### src/rtl/seg7_pkg.sv
// Shared definitions for the seven-segment capture block: glyph patterns,
// FSM state type and the default stability requirement.
package seg7_pkg;

  // Default number of consecutive identical samples needed to accept a digit.
  localparam int unsigned SEG7_STABLE_DEFAULT = 4;

  // Active-low glyphs, bit0 = segment a .. bit6 = segment g.
  localparam logic [6:0] GLYPH_0     = 7'b1000000;
  localparam logic [6:0] GLYPH_1     = 7'b1111001;
  localparam logic [6:0] GLYPH_2     = 7'b0100100;
  localparam logic [6:0] GLYPH_3     = 7'b0110000;
  localparam logic [6:0] GLYPH_4     = 7'b0011001;
  localparam logic [6:0] GLYPH_5     = 7'b0010010;
  localparam logic [6:0] GLYPH_6     = 7'b0000010;
  localparam logic [6:0] GLYPH_7     = 7'b1111000;
  localparam logic [6:0] GLYPH_8     = 7'b0000000;
  localparam logic [6:0] GLYPH_9     = 7'b0010000;
  localparam logic [6:0] GLYPH_A     = 7'b0001000;
  localparam logic [6:0] GLYPH_B     = 7'b0000011;
  localparam logic [6:0] GLYPH_C     = 7'b1000110;
  localparam logic [6:0] GLYPH_D     = 7'b0100001;
  localparam logic [6:0] GLYPH_E     = 7'b0000110;
  localparam logic [6:0] GLYPH_F     = 7'b0001110;
  localparam logic [6:0] GLYPH_BLANK = 7'b1111111;

  typedef enum logic [0:0] {
    StCollect,
    StOutput
  } state_e;

endpackage

### src/rtl/seg7_lookup.sv
// Combinational glyph decoder: maps an active-low segment pattern to a hex
// nibble, flagging the all-off pattern as blank and anything else unknown
// as invalid.
module seg7_lookup
  import seg7_pkg::*;
(
  input  logic [6:0] pattern,
  output logic [3:0] nibble,
  output logic       blank,
  output logic       invalid
);

  // Glyph table; blank and invalid both yield nibble 0.
  always_comb begin
    nibble  = 4'h0;
    blank   = 1'b0;
    invalid = 1'b0;
    case (pattern)
      GLYPH_0:     nibble = 4'h0;
      GLYPH_1:     nibble = 4'h1;
      GLYPH_2:     nibble = 4'h2;
      GLYPH_3:     nibble = 4'h3;
      GLYPH_4:     nibble = 4'h4;
      GLYPH_5:     nibble = 4'h5;
      GLYPH_6:     nibble = 4'h6;
      GLYPH_7:     nibble = 4'h7;
      GLYPH_8:     nibble = 4'h8;
      GLYPH_9:     nibble = 4'h9;
      GLYPH_A:     nibble = 4'hA;
      GLYPH_B:     nibble = 4'hB;
      GLYPH_C:     nibble = 4'hC;
      GLYPH_D:     nibble = 4'hD;
      GLYPH_E:     nibble = 4'hE;
      GLYPH_F:     nibble = 4'hF;
      GLYPH_BLANK: blank  = 1'b1;
      default:     invalid = 1'b1;
    endcase
  end

endmodule

### src/rtl/seg7_capture.sv
// Seven-segment display scraper. Debounces the segment bus, decodes each
// stable pattern into a hex nibble and assembles DIGITS nibbles into a frame
// that is handed off with a valid/ready handshake.
module seg7_capture
  import seg7_pkg::*;
#(
  parameter int unsigned STABLE_CYCLES = SEG7_STABLE_DEFAULT,
  parameter int unsigned DIGITS        = 4
) (
  input  logic                  clk,
  input  logic                  rst_n,
  input  logic [6:0]            seg_in,
  input  logic                  seg_valid,
  output logic                  seg_ready,
  output logic [4*DIGITS-1:0]   value,
  output logic [DIGITS-1:0]     blank_mask,
  output logic                  value_valid,
  input  logic                  value_ready,
  output logic                  err
);

  localparam int unsigned VW = 4 * DIGITS;
  localparam int unsigned BW = DIGITS;
  localparam int unsigned DW = (DIGITS > 1) ? $clog2(DIGITS) : 1;

  state_e            state_q, state_d;
  logic [6:0]        sample_q;
  logic [7:0]        cnt_q, cnt_d;
  logic [DW-1:0]     dcnt_q, dcnt_d;
  logic [VW-1:0]     value_q, value_d;
  logic [BW-1:0]     blank_q, blank_d;
  logic              err_q, err_d;
  logic [8:0]        run;
  logic              accept;
  logic [3:0]        lk_nibble;
  logic              lk_blank;
  logic              lk_invalid;

  seg7_lookup u_lookup (
    .pattern (seg_in),
    .nibble  (lk_nibble),
    .blank   (lk_blank),
    .invalid (lk_invalid)
  );

  // Length of the current run of valid identical samples, including this one.
  // cnt_q is zero after an invalid cycle, so a fresh run always starts at 1.
  always_comb begin
    run = 9'd0;
    if (seg_valid) begin
      run = (seg_in == sample_q) ? ({1'b0, cnt_q} + 9'd1) : 9'd1;
    end
  end

  // Next-state logic: debounce, digit shift-in and frame handshake.
  always_comb begin
    state_d = state_q;
    cnt_d   = cnt_q;
    dcnt_d  = dcnt_q;
    value_d = value_q;
    blank_d = blank_q;
    err_d   = err_q;
    accept  = 1'b0;
    case (state_q)
      StCollect: begin
        cnt_d = run[7:0];
        if (run == 9'(STABLE_CYCLES)) begin
          accept  = 1'b1;
          // Clearing here makes a held pattern wait a full STABLE_CYCLES again.
          cnt_d   = 8'd0;
          value_d = (value_q << 4) | VW'(lk_nibble);
          blank_d = (blank_q << 1) | BW'(lk_blank);
          err_d   = err_q | lk_invalid;
          if (dcnt_q == DW'(DIGITS - 1)) begin
            state_d = StOutput;
          end else begin
            dcnt_d = dcnt_q + DW'(1);
          end
        end
      end
      StOutput: begin
        // Counting only resumes once back in collect, so a pattern held
        // through the transfer must re-qualify from scratch.
        cnt_d = 8'd0;
        if (value_ready) begin
          state_d = StCollect;
          dcnt_d  = '0;
          err_d   = 1'b0;
        end
      end
      default: begin
        state_d = StCollect;
        cnt_d   = 8'd0;
      end
    endcase
  end

  // State registers; the sample register resets to the blank pattern.
  always_ff @(posedge clk or negedge rst_n) begin
    if (!rst_n) begin
      state_q  <= StCollect;
      sample_q <= GLYPH_BLANK;
      cnt_q    <= 8'd0;
      dcnt_q   <= '0;
      value_q  <= '0;
      blank_q  <= '0;
      err_q    <= 1'b0;
    end else begin
      state_q  <= state_d;
      sample_q <= seg_in;
      cnt_q    <= cnt_d;
      dcnt_q   <= dcnt_d;
      value_q  <= value_d;
      blank_q  <= blank_d;
      err_q    <= err_d;
    end
  end

  // Output mapping.
  always_comb begin
    seg_ready   = accept;
    value       = value_q;
    blank_mask  = blank_q;
    value_valid = (state_q == StOutput);
    err         = err_q;
  end

endmodule

### config.mk
export PLATFORM = sky130hd
export DESIGN_NAME = seg7_capture
export DESIGN_NICKNAME = d
export VERILOG_FILES = /design/src/rtl/seg7_pkg.sv /design/src/rtl/seg7_lookup.sv /design/src/rtl/seg7_capture.sv
export SDC_FILE = /design/constraint.sdc
export NUM_CORES = 1
export LEC_CHECK = 0
export CAP_MARGIN = 25
export CORE_MARGIN = 4
export CORE_UTILIZATION = 35
export CTS_CLUSTER_DIAMETER = 30
export DETAILED_ROUTE_END_ITERATION = 7
export PLACE_DENSITY = 0.6
export SKIP_CTS_REPAIR_TIMING = 1
export SLEW_MARGIN = 25
export SYNTH_ARGS = -nofsm -noshare
export SYNTH_HDL_FRONTEND = slang
export SYNTH_SLANG_ARGS = --single-unit
### constraint.sdc
create_clock -name clk -period 2.8 [get_ports clk]
set_clock_uncertainty 0.15 [all_clocks]
set_input_delay 0.28 -clock clk [delete_from_list [all_inputs] [get_ports clk]]
set_output_delay 0.28 -clock clk [all_outputs]
set_load 0.01 [all_outputs]
==> report_table.html, run 1 <==
<table>
<tr><th>Metric</th><th>Value</th></tr>
<tr><th colspan="2">Outcome</th></tr>
<tr><td>Outcome</td><td>finished with violations</td></tr>
<tr><td>Failing checks</td><td>hold timing</td></tr>
<tr><th colspan="2">Synthesis</th></tr>
<tr><td>Mapped Area</td><td>between 2000 and 2500 um^2</td></tr>
<tr><td>Register bit count reported by yosys</td><td>39</td></tr>
<tr><td>Total number of yosys warnings</td><td>0</td></tr>
<tr><td>Mean instance size in the synthesized netlist</td><td>~11 um^2</td></tr>
<tr><td>Post-synthesis cell type count</td><td>56</td></tr>
<tr><td>Number of nets in the synthesized netlist</td><td>slightly above 200</td></tr>
<tr><td>Dominant synthesized flop cell</td><td>sky130_fd_sc_hd__dfrtp_1</td></tr>
<tr><td>Share of synthesized flip-flops with an asynchronous set or reset</td><td>1.00</td></tr>
<tr><td>Number of enable flip-flop cells after synthesis</td><td>0</td></tr>
<tr><td>Share of synthesized area occupied by flip-flops and latches</td><td>0.472</td></tr>
<tr><td>Post-Syn Instances</td><td>roughly 190</td></tr>
<tr><th colspan="2">Final layout</th></tr>
<tr><td>Number of inserted filler cells in the final layout</td><td>~530</td></tr>
<tr><td>Share of post-route cells with drive strength above 1</td><td>0.190</td></tr>
<tr><td>Leading cell type in the layout, fill and taps excluded</td><td>sky130_fd_sc_hd__dfrtp_1</td></tr>
<tr><td>Area added between synthesis and finish</td><td>29.0%</td></tr>
<tr><td>Number of antenna diodes</td><td>0</td></tr>
<tr><td>Layout Nets</td><td>around 250</td></tr>
<tr><td>Most frequent cells in the layout</td><td>32 x sky130_fd_sc_hd__dfrtp_1, 31 x sky130_fd_sc_hd__clkdlybuf4s50_1, 16 x sky130_fd_sc_hd__buf_4</td></tr>
<tr><th colspan="2">Global routing</th></tr>
<tr><td>Initial antenna violation count</td><td>0</td></tr>
<tr><td>Maximum number of pins on one net before global-route repair</td><td>40</td></tr>
<tr><td>Global route overflow</td><td>0</td></tr>
<tr><td>Vias in the first global route</td><td>~1600</td></tr>
<tr><td>Global router's overall resource usage</td><td>0.133</td></tr>
<tr><td>Wire length of the first global-routing pass</td><td>about 7800 um</td></tr>
<tr><th colspan="2">Place</th></tr>
<tr><td>Worst setup timing slack at the placement stage</td><td>0.115 ns</td></tr>
<tr><td>GP Congestion</td><td>0.771</td></tr>
<tr><td>DPL Wire Length</td><td>approximately 3200 um</td></tr>
<tr><td>Number of I/O port buffers</td><td>33</td></tr>
<tr><th colspan="2">Clock tree</th></tr>
<tr><td>Clock-pin slew on the worst setup and hold paths</td><td>0.08 ns</td></tr>
<tr><td>Total number of clock tree sinks</td><td>39</td></tr>
<tr><td>Number of buffers created by CTS</td><td>5</td></tr>
<tr><td>Skew-Pair Late Insertion Delay</td><td>roughly 0.29 ns</td></tr>
<tr><td>TritonCTS clock tree</td><td>built</td></tr>
<tr><td>Library cell used as clock root buffer</td><td>sky130_fd_sc_hd__clkbuf_8</td></tr>
<tr><td>Longest Clk Path Bufs</td><td>2</td></tr>
<tr><td>Level count of the clock H-tree</td><td>2</td></tr>
<tr><th colspan="2">Setup path</th></tr>
<tr><td>Family with the most delay on the worst path</td><td>simple AND/OR/NAND/NOR gates</td></tr>
<tr><td>Type of destination of the critical path</td><td>flip-flop</td></tr>
<tr><td>Data arrival at the endpoint of the critical path</td><td>2.65 ns</td></tr>
<tr><td>Largest fanout on the critical path</td><td>13</td></tr>
<tr><td>Data required time at the worst endpoint</td><td>2.82 ns</td></tr>
<tr><td>Category of the most critical setup path</td><td>flip-flop to flip-flop</td></tr>
<tr><td>Cells traversed along the worst timing path</td><td>ha_1, or4_4, nor4_4, a21oi_2, buf_4, nor3_4, buf_12, mux2_1</td></tr>
<tr><td>Buffer and inverter count on the worst path</td><td>2</td></tr>
<tr><td>Setup crit start kind</td><td>flip-flop</td></tr>
<tr><td>Critical Path Max Stage Delay</td><td>between 0.4 and 0.5 ns</td></tr>
<tr><td>Cell with the biggest individual delay on the critical path</td><td>sky130_fd_sc_hd__or4_4</td></tr>
<tr><th colspan="2">Floorplan</th></tr>
<tr><td>Die extent in y</td><td>85.2 um</td></tr>
<tr><td>Die Wd</td><td>between 80 and 90 um</td></tr>
<tr><td>Core box area</td><td>roughly 5600 um^2</td></tr>
<tr><td># rows</td><td>27</td></tr>
<tr><td>Overall die area</td><td>slightly above 7000 um^2</td></tr>
<tr><td>Starting Density</td><td>0.370</td></tr>
<tr><td>Ports</td><td>34</td></tr>
<tr><th colspan="2">Power and ir drop</th></tr>
<tr><td>Net switching share of the total power</td><td>0.227</td></tr>
<tr><td>Total power divided by cell area</td><td>423 nW/um^2</td></tr>
<tr><td>Internal power summed over all cells</td><td>just under 0.9 mW</td></tr>
<tr><td>Clock network power share</td><td>0.410</td></tr>
<tr><td>Worst IR drop on VDD</td><td>approximately 0.22 mV</td></tr>
<tr><td>Reported net switching power</td><td>0.258 mW</td></tr>
<tr><td>Static leakage power</td><td>~1.2 nW</td></tr>
<tr><td>Total power</td><td>approximately 1.1 mW</td></tr>
<tr><td>Sequential group share of total power</td><td>0.506</td></tr>
<tr><td>Combinational group share of total power</td><td>0.084</td></tr>
<tr><th colspan="2">Timing</th></tr>
<tr><td>Worst Max-Slew Pin Slew</td><td>0.858 ns</td></tr>
<tr><td>Final Cycle Share</td><td>0.939</td></tr>
<tr><td>Final Hold Vio Count</td><td>32</td></tr>
<tr><td>Number of endpoints failing setup at the final stage</td><td>0</td></tr>
<tr><td>Setup repair after global routing missed its margin</td><td>false</td></tr>
<tr><td>Maximum achievable frequency</td><td>~380 MHz</td></tr>
<tr><td>Slew margin rel.</td><td>0.428</td></tr>
<tr><td>Worst Hold Slack</td><td>-0.0553 ns</td></tr>
<tr><td>TNS Setup</td><td>0 ns</td></tr>
<tr><td>Post-route minimum period</td><td>roughly 2.6 ns</td></tr>
<tr><td>Minimum setup slack in the final design</td><td>about 0.17 ns</td></tr>
<tr><td>Number of pins with negative max-slew slack in the final report</td><td>0</td></tr>
<tr><th colspan="2">Routing</th></tr>
<tr><td>DRT Pass-1 Iters</td><td>7</td></tr>
<tr><td>Initial detailed-routing violation count</td><td>70</td></tr>
<tr><td>Remaining antenna violation count</td><td>0</td></tr>
<tr><td>Post-detailed-route via-to-cell ratio</td><td>slightly above 5</td></tr>
<tr><td>Total wire length</td><td>approximately 4300 um</td></tr>
<tr><td>DRC violations left</td><td>0</td></tr>
<tr><td>Total number of vias</td><td>about 1600</td></tr>
<tr><td>Detail-routed net length per standard cell</td><td>14.1 um</td></tr>
<tr><th colspan="2">Min path</th></tr>
<tr><td>Path type of the worst min-delay path</td><td>input pin to async pin</td></tr>
<tr><th colspan="2">Run</th></tr>
<tr><td>Max capacitance violation total</td><td>0</td></tr>
</table>
-- final timing paths --
| kind | to | start | slack [ns] | depth (start not counted) |
|---|---|---|---|---|
| setup / recovery | value[3]$_DFFE_PN0P_ | cnt_q[1]$_DFF_PN0_ | 0.17 | 8 |
| hold / removal | value[12]$_DFFE_PN0P_ | rst_n | -0.06 | 1 |
| setup reg to reg | value[3]$_DFFE_PN0P_ | cnt_q[1]$_DFF_PN0_ | 0.17 | 8 |
| hold reg to reg | value[12]$_DFFE_PN0P_ | value[12]$_DFFE_PN0P_ | 0.34 | 1 |
| max in group asynchronous | cnt_q[7]$_DFF_PN0_ | rst_n | 2.01 | 1 |
| min in group clk | value[12]$_DFFE_PN0P_ | value[12]$_DFFE_PN0P_ | 0.34 | 1 |
-- logic make-up after synthesis --
| kind of cell | share of synthesized area |
|---|---|
| simple gates | 0.188 |
| flops | 0.472 |
| compound gates | 0.124 |
| buf+inv | 0.0426 |
| mux | 0.111 |
| xor+xnor | 0.0504 |
| fa+ha+maj | 0.0120 |
-- cells in the mapped netlist, drive strengths merged, types with 5 or more instances --
cell type,count,share of area
inv,6,0.011
nor2,11,0.020
xor2,11,0.046
nand3,6,0.014
dfrtp,32,0.38
nand4,5,0.015
nand2,9,0.016
dfstp,7,0.088
o21ai,9,0.022
clkbuf,6,0.011
nor3,5,0.017
mux2,18,0.11
a21oi,7,0.019
buf,7,0.021
-- layer usage --
| metal | vias to the layer above | wire [um] | track usage |
|---|---|---|---|
| met5 | - | 0 | 0 |
| met4 | 0 | 61 | 0.0388 |
| met3 | 7 | 142 | 0.0330 |
| met2 | 25 | 2070 | 0.204 |
| met1 | 762 | 2070 | 0.187 |
| li1 | 794 | - | - |
-- metrics by stage --
step,cells,util,instance area [um^2]
floorplan,192,-,2090
global placement,301,0.456,2570
detailed placement,301,0.456,2570
CTS,309,0.476,2690
global route,309,0.477,2690
finish,309,0.477,2690
-- cell type report --
type	count	area, um^2	share of cell area
multi-input cells	134	1010	0.376
flip-flops and latches	39	985	0.366
repair buffers	50	468	0.174
well taps	72	90.1	0.0335
clock buffers	5	68.8	0.0256
clock inverters	3	43.8	0.0163
inverters	6	22.5	0.00837
-- flip-flops by register name, summed over array words and instances (netlist names) --
signal,count
value,16
err,1
dcnt_q,2
value_valid,1
blank_mask,4
sample_q,7
cnt_q,8
-- power groups by stage --
| stage | combinational (mW) | sequential (mW) | clock (mW) |
|---|---|---|---|
| after floorplan | 0.0484 | 0.586 | 0 |
| after global placement | 0.0969 | 0.586 | 0 |
| after detailed placement | 0.0961 | 0.586 | 0 |
| after CTS | 0.0966 | 0.575 | 0.482 |
| after global routing | 0.107 | 0.576 | 0.511 |
| final | 0.0955 | 0.575 | 0.466 |
Power figures use the tool's default switching activity.
==> run 2: changes to the inputs <==
--- a/config.mk
+++ b/config.mk
@@ -11,6 +11,7 @@
 export CTS_CLUSTER_DIAMETER = 30
 export DETAILED_ROUTE_END_ITERATION = 7
 export PLACE_DENSITY = 0.6
+export REMOVE_ABC_BUFFERS = 1
 export SKIP_CTS_REPAIR_TIMING = 1
 export SLEW_MARGIN = 25
 export SYNTH_ARGS = -nofsm -noshare
==> report_table.html, run 2 (synthesized netlist as in run 1, its figures left out) <==
<table>
<tr><th>Metric</th><th>Value</th></tr>
<tr><th colspan="2">Outcome</th></tr>
<tr><td>Outcome</td><td>finished with violations</td></tr>
<tr><td>Failing checks</td><td>hold timing</td></tr>
<tr><th colspan="2">Clock tree</th></tr>
<tr><td>TritonCTS clock tree</td><td>built</td></tr>
<tr><td>Total number of clock tree sinks</td><td>39 (unchanged)</td></tr>
<tr><td>Level count of the clock H-tree</td><td>2 (unchanged)</td></tr>
<tr><td>Longest Clk Path Bufs</td><td>2 (unchanged)</td></tr>
<tr><td>Number of buffers created by CTS</td><td>5 (unchanged)</td></tr>
<tr><td>Library cell used as clock root buffer</td><td>sky130_fd_sc_hd__clkbuf_8</td></tr>
<tr><td>Skew-Pair Late Insertion Delay</td><td>0.28 ns (about the same)</td></tr>
<tr><td>Clock-pin slew on the worst setup and hold paths</td><td>0.08 ns (about the same)</td></tr>
<tr><th colspan="2">Routing</th></tr>
<tr><td>Remaining antenna violation count</td><td>0 (unchanged)</td></tr>
<tr><td>Total wire length</td><td>4530 um (+4.3%)</td></tr>
<tr><td>DRT Pass-1 Iters</td><td>4 (-3)</td></tr>
<tr><td>Initial detailed-routing violation count</td><td>104 (+49%)</td></tr>
<tr><td>Detail-routed net length per standard cell</td><td>14.5 um (+3.3%)</td></tr>
<tr><td>DRC violations left</td><td>0 (unchanged)</td></tr>
<tr><td>Total number of vias</td><td>1596 (+0.50%)</td></tr>
<tr><td>Post-detailed-route via-to-cell ratio</td><td>5.12 (-0.46%)</td></tr>
<tr><th colspan="2">Final layout</th></tr>
<tr><td>Final Core Density</td><td>0.483 (+0.00643)</td></tr>
<tr><td>Fin area</td><td>2730 um^2 (+1.3%)</td></tr>
<tr><td>Layout Nets</td><td>252 (+1.2%)</td></tr>
<tr><td>Share of post-route cells with drive strength above 1</td><td>0.204 (+0.0143)</td></tr>
<tr><td>Area added between synthesis and finish</td><td>30.7%</td></tr>
<tr><td>Area taken by multi-input logic gates</td><td>1020 um^2 (+0.49%)</td></tr>
<tr><td>Number of antenna diodes</td><td>0 (unchanged)</td></tr>
<tr><td>Most frequent cells in the layout</td><td>32 x sky130_fd_sc_hd__dfrtp_1, 31 x sky130_fd_sc_hd__clkdlybuf4s50_1, 18 x sky130_fd_sc_hd__buf_4</td></tr>
<tr><td>Area occupied by registers</td><td>985 um^2 (unchanged)</td></tr>
<tr><td>Max reg flops</td><td>16 (unchanged)</td></tr>
<tr><td>Leading cell type in the layout, fill and taps excluded</td><td>sky130_fd_sc_hd__dfrtp_1</td></tr>
<tr><td>Number of inserted filler cells in the final layout</td><td>514 (-2.1%)</td></tr>
<tr><th colspan="2">Timing</th></tr>
<tr><td>TNS Setup</td><td>0 ns (unchanged)</td></tr>
<tr><td>Number of pins with negative max-slew slack in the final report</td><td>0 (unchanged)</td></tr>
<tr><td>Slew margin rel.</td><td>0.420 (-0.00831)</td></tr>
<tr><td>Setup repair after global routing missed its margin</td><td>false</td></tr>
<tr><td>Worst Hold Slack</td><td>-0.0405 ns (+0.0148 ns)</td></tr>
<tr><td>Maximum achievable frequency</td><td>383 MHz (+0.79%)</td></tr>
<tr><td>Worst Max-Slew Pin Slew</td><td>0.871 ns (+0.0125 ns)</td></tr>
<tr><td>Post-route minimum period</td><td>2.61 ns (-0.0206 ns)</td></tr>
<tr><td>Minimum setup slack in the final design</td><td>0.191 ns (+0.0206 ns)</td></tr>
<tr><td>Number of endpoints failing setup at the final stage</td><td>0 (unchanged)</td></tr>
<tr><td>Final Hold Vio Count</td><td>32 (unchanged)</td></tr>
<tr><td>Final Cycle Share</td><td>0.932 (-0.00735)</td></tr>
<tr><th colspan="2">Floorplan</th></tr>
<tr><td>Starting Density</td><td>0.370 (unchanged)</td></tr>
<tr><td>Die extent in y</td><td>85.2 um (unchanged)</td></tr>
<tr><td>Overall die area</td><td>7260 um^2 (unchanged)</td></tr>
<tr><td># rows</td><td>27 (unchanged)</td></tr>
<tr><td>Ports</td><td>34 (unchanged)</td></tr>
<tr><td>Core box area</td><td>5640 um^2 (unchanged)</td></tr>
<tr><td>Die Wd</td><td>85.2 um (unchanged)</td></tr>
<tr><th colspan="2">Global routing</th></tr>
<tr><td>Global route overflow</td><td>0 (unchanged)</td></tr>
<tr><td>Vias in the first global route</td><td>1613 (+0.19%)</td></tr>
<tr><td>Maximum number of pins on one net before global-route repair</td><td>40 (unchanged)</td></tr>
<tr><td>Wire length of the first global-routing pass</td><td>8050 um (+2.9%)</td></tr>
<tr><td>Initial antenna violation count</td><td>0 (unchanged)</td></tr>
<tr><td>Global router's overall resource usage</td><td>0.135 (+0.00180)</td></tr>
<tr><th colspan="2">Setup path</th></tr>
<tr><td>Worst r2r src</td><td>cnt_q[0]$_DFF_PN0_</td></tr>
<tr><td>Data required time at the worst endpoint</td><td>2.82 ns (about the same)</td></tr>
<tr><td>Worst R2R Path Depth</td><td>8 (unchanged)</td></tr>
<tr><td>Data arrival at the endpoint of the critical path</td><td>2.63 ns (-0.02 ns)</td></tr>
<tr><td>Category of the most critical setup path</td><td>flip-flop to flip-flop</td></tr>
<tr><td>Type of destination of the critical path</td><td>flip-flop</td></tr>
<tr><td>Largest fanout on the critical path</td><td>13 (unchanged)</td></tr>
<tr><td>Worst R2R End</td><td>value[12]$_DFFE_PN0P_</td></tr>
<tr><td>Slack of the worst reg-to-reg path</td><td>0.19 ns (+0.02 ns)</td></tr>
<tr><td>Setup crit start kind</td><td>flip-flop</td></tr>
<tr><th colspan="2">Place</th></tr>
<tr><td>Worst setup timing slack at the placement stage</td><td>0.0443 ns (-0.0707 ns)</td></tr>
<tr><td>DPL Wire Length</td><td>3300 um (+3.4%)</td></tr>
<tr><td>Number of I/O port buffers</td><td>33 (unchanged)</td></tr>
<tr><td>Area of placed instances</td><td>2600 um^2 (+0.87%)</td></tr>
<tr><td>GP Congestion</td><td>0.873 (+13%)</td></tr>
<tr><th colspan="2">Power and ir drop</th></tr>
<tr><td>Worst IR drop on VDD</td><td>0.239 mV (+11%)</td></tr>
<tr><td>Internal power summed over all cells</td><td>0.905 mW (+2.9%)</td></tr>
<tr><td>Reported net switching power</td><td>0.256 mW (-0.55%)</td></tr>
<tr><td>Total power divided by cell area</td><td>426 nW/um^2 (+0.76%)</td></tr>
<tr><td>Combinational group share of total power</td><td>0.085 (about the same)</td></tr>
<tr><td>Static leakage power</td><td>1.23 nW (+1.7%)</td></tr>
<tr><td>Clock network power share</td><td>0.419 (+0.009)</td></tr>
<tr><td>Sequential group share of total power</td><td>0.496 (-0.010)</td></tr>
<tr><td>Net switching share of the total power</td><td>0.221 (-0.00593)</td></tr>
<tr><th colspan="2">Min path</th></tr>
<tr><td>Path type of the worst min-delay path</td><td>input pin to async pin</td></tr>
<tr><th colspan="2">Run</th></tr>
<tr><td>Max capacitance violation total</td><td>0 (unchanged)</td></tr>
</table>
==> run 2: cell types whose count changed in the layout (fill, tap and decap cells not counted), sizes merged <==
| cell | before | now |
|---|---|---|
| buf | 18 | 21 |
| clkbuf | 5 | 6 |
| clkinv | 2 | 1 |
==> run 2: power groups by stage <==
stage               Combinational [mW]  Clock [mW]  Sequential, mW
global placement                 0.101           0           0.586
detailed placement              0.0997           0           0.586
finish                          0.0992       0.486           0.575
floorplan                       0.0355           0           0.586
CTS                              0.100       0.502           0.575
global route                     0.111       0.526           0.576
==> run 2: worst max path at each step <==
| stage | from | to | slack (ns) | cells past startpoint |
|---|---|---|---|---|
| final | cnt_q[0]$_DFF_PN0_ | value[12]$_DFFE_PN0P_ | 0.19 | 8 |
| after global placement | seg_in[3] | seg_ready | 0.02 | 7 |
| after detailed placement | seg_in[3] | seg_ready | 0.04 | 7 |
| after CTS | cnt_q[0]$_DFF_PN0_ | seg_ready | -0.24 | 6 |
| after global routing | cnt_q[0]$_DFF_PN0_ | value[7]$_DFFE_PN0P_ | 0.02 | 8 |
| after floorplan | cnt_q[0]$_DFF_PN0_ | blank_mask[3]$_DFFE_PN0P_ | 0.18 | 6 |
==> run 2: cell type report <==
| type | instances | area share |
|---|---|---|
| clock buffers | 6 | 0.0303 |
| flip-flops and latches | 39 | 0.361 |
| multi-input cells | 134 | 0.373 |
| clock inverters | 2 | 0.0128 |
| well taps | 72 | 0.0330 |
| inverters | 6 | 0.00826 |
| repair buffers | 53 | 0.181 |
==> run 2: layer usage <==
| layer | routed length (um) | global-route usage |
|---|---|---|
| met5 | 0 | 0 |
| met4 | 38 | 0.0374 |
| met3 | 236 | 0.0291 |
| met2 | 2040 | 0.207 |
| met1 | 2210 | 0.193 |
==> run 2: critical path, cell delays in order (launching register included) <==
cell	delay, ns
sky130_fd_sc_hd__dfrtp_1	0.39
sky130_fd_sc_hd__ha_1	0.31
sky130_fd_sc_hd__or4_4	0.44
sky130_fd_sc_hd__nor4_4	0.28
sky130_fd_sc_hd__a21oi_2	0.09
sky130_fd_sc_hd__buf_6	0.15
sky130_fd_sc_hd__nor3_4	0.19
sky130_fd_sc_hd__buf_12	0.17
sky130_fd_sc_hd__mux2_1	0.32
==> run 2: per-stage QoR <==
stage	instances	total power, mW	hold slack, ns
final	312	1.16	-0.0405
after global routing	312	1.21	0.0346
after CTS	312	1.18	0.00521
after detailed placement	304	0.686	0.311
after global placement	304	0.687	0.308
after floorplan	179	0.622	-0.166
